File: src/rtl/alu4_pkg.sv
// Shared definitions for the ALU datapath sequencer: opcodes, FSM state
// encoding and the opcode latency classification.
package alu4_pkg;

  localparam int unsigned OP_ADD = 0;
  localparam int unsigned OP_SUB = 1;
  localparam int unsigned OP_AND = 2;
  localparam int unsigned OP_OR  = 3;
  localparam int unsigned OP_XOR = 4;
  localparam int unsigned OP_SHL = 5;
  localparam int unsigned OP_MUL = 6;
  localparam int unsigned OP_NOP = 7;

  typedef enum logic [1:0] {
    ST_IDLE  = 2'd0,
    ST_LOAD  = 2'd1,
    ST_EXEC  = 2'd2,
    ST_WRITE = 2'd3
  } state_e;

  // Only MUL iterates in EXEC; everything else spends a single cycle there.
  function automatic logic is_multi_cycle(input int unsigned op);
    case (op)
      OP_ADD, OP_SUB, OP_AND, OP_OR, OP_XOR, OP_SHL, OP_NOP: return 1'b0;
      OP_MUL:                                                return 1'b1;
      default:                                               return 1'b0;
    endcase
  endfunction

endpackage

File: src/rtl/iter_counter.sv
// Up-counter for MUL iterations with synchronous clear/enable and a
// terminal-count flag that is high while the counter holds size-1.
module iter_counter #(
  parameter int size = 8
) (
  input  logic clk,
  input  logic rst,
  input  logic clr,
  input  logic en,
  output logic tc
);

  localparam int CW = (size > 1) ? $clog2(size) : 1;

  logic [CW-1:0] cnt;

  always_ff @(posedge clk) begin
    if (rst || clr)
      cnt <= '0;
    else if (en)
      cnt <= cnt + 1'b1;
  end

  assign tc = (cnt == CW'(size - 1));

endmodule

File: src/rtl/alu_seq_ctrl.sv
// Multi-cycle sequencer for the ALU datapath: steps each accepted request
// through LOAD, EXEC and WRITE and drives the datapath load strobes.
module alu_seq_ctrl
  import alu4_pkg::*;
#(
  parameter int size = 8,
  parameter int OPW  = 3
) (
  input  logic           clk,
  input  logic           rst,
  input  logic           start,
  input  logic [OPW-1:0] op,
  output logic           ld_a,
  output logic           ld_b,
  output logic           acc_clr,
  output logic [OPW-1:0] alu_op,
  output logic           step,
  output logic           ld_r,
  output logic           busy,
  output logic           done
);

  state_e         state, state_n;
  logic [OPW-1:0] op_q, op_n;
  logic           accept, cnt_en, last_iter;

  assign accept = (state == ST_IDLE) && start;
  assign cnt_en = (state == ST_EXEC) && is_multi_cycle(32'(op_q));

  iter_counter #(.size(size)) u_iter_counter (
    .clk (clk),
    .rst (rst),
    .clr (accept),
    .en  (cnt_en),
    .tc  (last_iter)
  );

  always_comb begin
    state_n = state;
    op_n    = op_q;
    case (state)
      ST_IDLE: begin
        if (start) begin
          state_n = ST_LOAD;
          op_n    = op;
        end
      end
      ST_LOAD: state_n = ST_EXEC;
      ST_EXEC: begin
        if (is_multi_cycle(32'(op_q)))
          state_n = last_iter ? ST_WRITE : ST_EXEC;
        else if (op_q == OPW'(OP_NOP))
          state_n = ST_IDLE;
        else
          state_n = ST_WRITE;
      end
      ST_WRITE: state_n = ST_IDLE;
      default:  state_n = ST_IDLE;
    endcase
  end

  // Outputs are registered by decoding the next state, so each strobe lines
  // up with the cycle its state occupies without any input-to-output path.
  always_ff @(posedge clk) begin
    if (rst) begin
      state   <= ST_IDLE;
      op_q    <= '0;
      ld_a    <= 1'b0;
      ld_b    <= 1'b0;
      acc_clr <= 1'b0;
      alu_op  <= '0;
      step    <= 1'b0;
      ld_r    <= 1'b0;
      busy    <= 1'b0;
      done    <= 1'b0;
    end else begin
      state   <= state_n;
      op_q    <= op_n;
      ld_a    <= (state_n == ST_LOAD);
      ld_b    <= (state_n == ST_LOAD);
      acc_clr <= (state_n == ST_LOAD);
      alu_op  <= op_n;
      step    <= (state_n == ST_EXEC) && is_multi_cycle(32'(op_n));
      ld_r    <= (state_n == ST_WRITE);
      busy    <= (state_n != ST_IDLE);
      done    <= (state_n == ST_WRITE) ||
                 ((state_n == ST_EXEC) && (op_n == OPW'(OP_NOP)));
    end
  end

endmodule

File: config.mk
export PLATFORM = sky130hd
export DESIGN_NAME = alu_seq_ctrl
export DESIGN_NICKNAME = d
export VERILOG_FILES = /design/src/rtl/alu4_pkg.sv /design/src/rtl/iter_counter.sv /design/src/rtl/alu_seq_ctrl.sv
export SDC_FILE = /design/constraint.sdc
export NUM_CORES = 1
export LEC_CHECK = 0
export CAP_MARGIN = 30
export CORE_MARGIN = 5
export CORE_UTILIZATION = 40
export DETAILED_ROUTE_END_ITERATION = 8
export GPL_TIMING_DRIVEN = 0
export PLACE_DENSITY_LB_ADDON = 0.3
export SLEW_MARGIN = 20
export SYNTH_ARGS = -nofsm -noshare
export SYNTH_HDL_FRONTEND = slang
export SYNTH_HIERARCHICAL = 1
export SYNTH_SLANG_ARGS = --single-unit
File: constraint.sdc
create_clock -name clk -period 1.4 [get_ports clk]
set_clock_uncertainty 0.15 [all_clocks]
set_input_delay 0.42 -clock clk [delete_from_list [all_inputs] [get_ports clk]]
set_output_delay 0.42 -clock clk [all_outputs]
set_load 0.05 [all_outputs]
Word-level counts from Yosys, hierarchy flattened
Memories as Yosys holds them, arrays and structs flattened. A register that Yosys moved wholly into a read port is not among the register bits.
Index checks and enable logic that the tools add are counted.
- latch bits: 0
- word-level logic and storage cells: 40
- RAM bits: 0
- bits in read-only memories: 24
- memories kept: 3
- register bits after elaboration: 13
- input port bits: 6
- $lt $le $gt $ge: 0
- shift-type cells: 0
- div/mod/pow operators: 0
- $add $sub $neg: 1
- mux-type cells: 11
- eq/ne operators: 9
- bitwise logic cells: 0
- multiply operators: 0
- reductions and logical operators: 8
- memory list (memory ; depth ; bits a word ; read ports ; clocked after Yosys merged registers in ; wr ports ; line ; text):
    (no name shown) ; 8 ; 1 ; 1 ; 0 ; 0 ; alu4_pkg.sv:23 ; case (op)
    (no name shown) ; 8 ; 1 ; 1 ; 1 ; 0 ; alu4_pkg.sv:23 ;
    (no name shown) ; 8 ; 1 ; 1 ; 1 ; 0 ; alu4_pkg.sv:23 ;
- operators with widths (cell ; count):
    3-bit two-way mux ; 4
    3-bit equality test, second input constant ; 3
    2-bit equality test, second input constant ; 4
    2-bit case mux with 4 select lines ; 1
    2-bit two-way mux ; 3
    2-bit by 1-bit equality test with 1-bit output, second input constant ; 2
    1-bit logical AND ; 4
    3-bit by 1-bit adder with 3-bit output, second input constant ; 1
    1-bit two-way mux ; 3
    2-bit zero test ; 1
    1-bit logical OR ; 2
    2-bit nonzero test ; 1

Longest topological paths before layout
- word-level depth: 7
- mapped depth: 5
- mapped depth without buffers: 5

Hierarchy
Netlist, hierarchy kept.
- by module, submodules not included (module ; instances ; cells an instance ; area an instance (µm²) ; seq. area each (µm²)):
    alu_seq_ctrl ; 1 ; 46 ; 449.2 ; 220.2
    iter_counter ; 1 ; 11 ; 133.9 ; 60.1

Worst setup path after synthesis
OpenSTA, ideal clock, no wires.
- kind: reg-to-output
- start: register acc_clr (netlist name)
- end: output ld_a
- stages on the path, launching flop included: 2
- setup slack: -84 ps
- data required time: 830 ps
- arrival time: 914 ps
- path through: dfxtp_1 > buf_4
- RTL lines (element ; line ; text):
    end, declared ; alu_seq_ctrl.sv:13 ; output logic ld_a,

==> out/results.ini <==
[clock_tree]
clk_pin_slew_ps=80
tritoncts=done
cts_max_path_buffers=2
clock_latency_on_the_worst_skew_pair_ps=270
cts_sinks=14
cts_buffer_count=3
htree_levels=1
cts.root.buffer_cell=clkbuf_4
cts-hold-fix-buffers=0

[global_route]
antenna_found_initial=0
grt_pass1_vias=496
grt_max_degree=11
global_route.overflow_total=0
wire_length_of_the_first_global_routing_pass_um=2014
grt_use_total=0.1298

[finish]
insertedDiodeCount=0
final_cell_area_um2=900.9
layout-drive-gt1-share=0.4691
layout.core_utilization=0.6754
layout.filler_cells=109
synthToLayoutAreaGrowth_pct=54.51
final_cells=96
fin_nets=91

[timing]
final_layout_setup_total_negative_slack_ps=-61.19
unrepaired_setup_endpoints_after_global_routing=true
timing.final.crit_share=1.022
worst_slack_ps=-31.35
holdWs_ps=380.2
max_freq_ghz=0.6986
max_slew_margin=0.7996
setup_violations=3
hold_viol=0
worstMarginPinSlew_ps=300.7
final.min_clock_period_ps=1431
timing.final.max_slew_violations=0

[logic_synthesis]
sequential_element_share_of_the_synthesized_area=0.4807
synth.cell_area_um2=583.1
post_synth.cell_area_avg_um2=10.23
yosysTopAreaCell=dfxtp_1
yosys_register_bits=14
netlist-cell-type-count=25
synth_cells=57
post_synth_main_area_contributors=dfxtp_1 (48%), mux2i_1 (8.6%), ha_1 (4.3%)
yosys_warnings=6
yosysTopAreaCellShare=0.4807
synth.net_count=65

[drt]
routed_vias=499
detailed_routing_iterations_pass_1=4
totalWireLength_um=1250
violation_count_after_the_first_detailed_route_iteration=6
ant_nets_after_route=0
remaining_drc_errors=0
route.detailed.vias_per_inst=5.198
wl_per_cell_um=13.02

[run]
cap_viol_max_count=0

[placed_design]
post-place-cells=87
placement.cell_area_um2=757.0
dp_hpwl_um=836.9
placement.setup.worst_slack_ps=-563.9
portBuffers=15
place.gp.congestion=0.6944

[power_and_ir_drop]
power_switching_share=0.3011
post-layout-total-power_mw=0.9190
total_switching_power_mw=0.2768
share_of_total_power_in_sequential_cells=0.484
power.share.clock=0.232
power.ir.vdd_worst_uv=748.9
p_per_area_nw_per_um2=1020
power.combinational.fraction=0.283
internal-power_mw=0.6423
leakage_nw=0.3886

[hold_path]
min_delay_worst_endpoint=op_q[2]
hold-path-cell-count=2
hold_path.class=reg -> reg
min_from=op_q[2]

[floorplanning]
die_width_um=48.18
rows=13
floorplan.die.height_um=48.18
die_area_um2=2321
core_region_area_um2=1334
floorplan.io_pins=16
initial_utilization=0.4371

[outcome]
run_status=finished, violations left
failed_checks=setup timing

[critical_path]
cpPeakStageDelay_ps=360
worstSetupPathType=reg -> out
reg2reg_from=u_iter_counter/cnt[0]
timing.critical_path.cells=buf_6, buf_8
worst-path-max-fanout=3
r2r-end=done
worst-endpoint-arrival_ps=860
required_ps=830
startpoint_type=flop
worst-r2r-cell-count=5
timing.reg2reg.setup_slack_ps=40
setup.worst_path.end_class=primary output
critical_path.slowest_cell=dfxtp_2

==> Yosys cell counts <==
library cell	n
a21oi_1	4
a31oi_1	1
and2_1	1
and2b_1	1
and2b_2	1
and3_1	1
buf_4	2
clkbuf_1	1
dfxtp_1	14
ha_1	2
mux2i_1	5
nand2_1	4
nand2b_1	1
nand4b_1	1
nor2_1	5
nor2b_1	2
nor3_1	3
nor3_2	1
nor3b_4	1
nor4_1	1
nor4bb_1	1
o211ai_1	1
o21bai_1	1
o41ai_1	1
xnor2_1	1
==> worst max-delay path by stage <==
stage,from,cells after the start,endpoint
4_1_cts,acc_clr,2,ld_a
2_1_floorplan,u_iter_counter/cnt[0],5,done
6_report,acc_clr,2,ld_b
3_5_place_dp,start,4,op_q[1]
3_3_place_gp,start,4,op_q[1]
5_1_grt,acc_clr,2,ld_b
==> power by group through the flow <==
stage	Combinational [mW]	Sequential (mW)	Clock (mW)
finish	0.260	0.445	0.214
global route	0.277	0.449	0.243
CTS	0.237	0.446	0.221
detailed placement	0.211	0.454	0
global placement	0.209	0.452	0
floorplan	0.0860	0.506	0
==> logic make-up after synthesis <==
logic type	after synthesis	synth area share
AOI/OAI and AO/OA	8	0.08586
DFF	14	0.4807
muxes	5	0.08584
xor gates and xnor gates	1	0.01502
adders and majority gates	2	0.04291
and+or+nand+nor	24	0.2575
buffers and inverters	3	0.03218
==> critical path, delay by kind of cell (launching register included) <==
kind / cells / cell delay (ps)
buffers and inverters: 2 / 230
DFF: 1 / 360
==> metal layers <==
metal  share of wire  global-route usage
met2            0.49              0.2214
met1            0.44              0.1394
met4          0.0080             0.08065
met5               0                   0
met3           0.056             0.03690
==> flip-flops by register name, summed over array words and instances (netlist names), named ones only <==
signal / count
acc_clr: 1
ld_r: 1
busy: 1
state: 2
step: 1
done: 1
op_q: 3
u_iter_counter/cnt: 3
==> final cells by class <==
type                            instances  area, µm²  area share
Multi-Input combinational cell         40      320.3      0.3556
Sequential cell                        14      296.5      0.3292
Timing Repair Buffer                   21      212.7      0.2361
Buffer                                  3      30.03     0.03333
Clock buffer                            3      22.52     0.02500
Tap cell                               15      18.77     0.02083
==> cell usage in the layout (no fill, tap or decap), types with 4 or more instances in the layout <==
cell type,count
nor2_1,5
nand2_1,4
clkbuf_4,4
buf_8,5
mux2i_1,5
dfxtp_1,7
dfxtp_2,4
buf_4,9
a21oi_1,4
buf_6,4
==> what timing repair did <==
action	in CTS	in global routing
resized for setup	76	15
pin swaps	0	3
buffers inserted	3	3
endpoints found under the setup margin	24	14
Power figures use the tool's default switching activity.
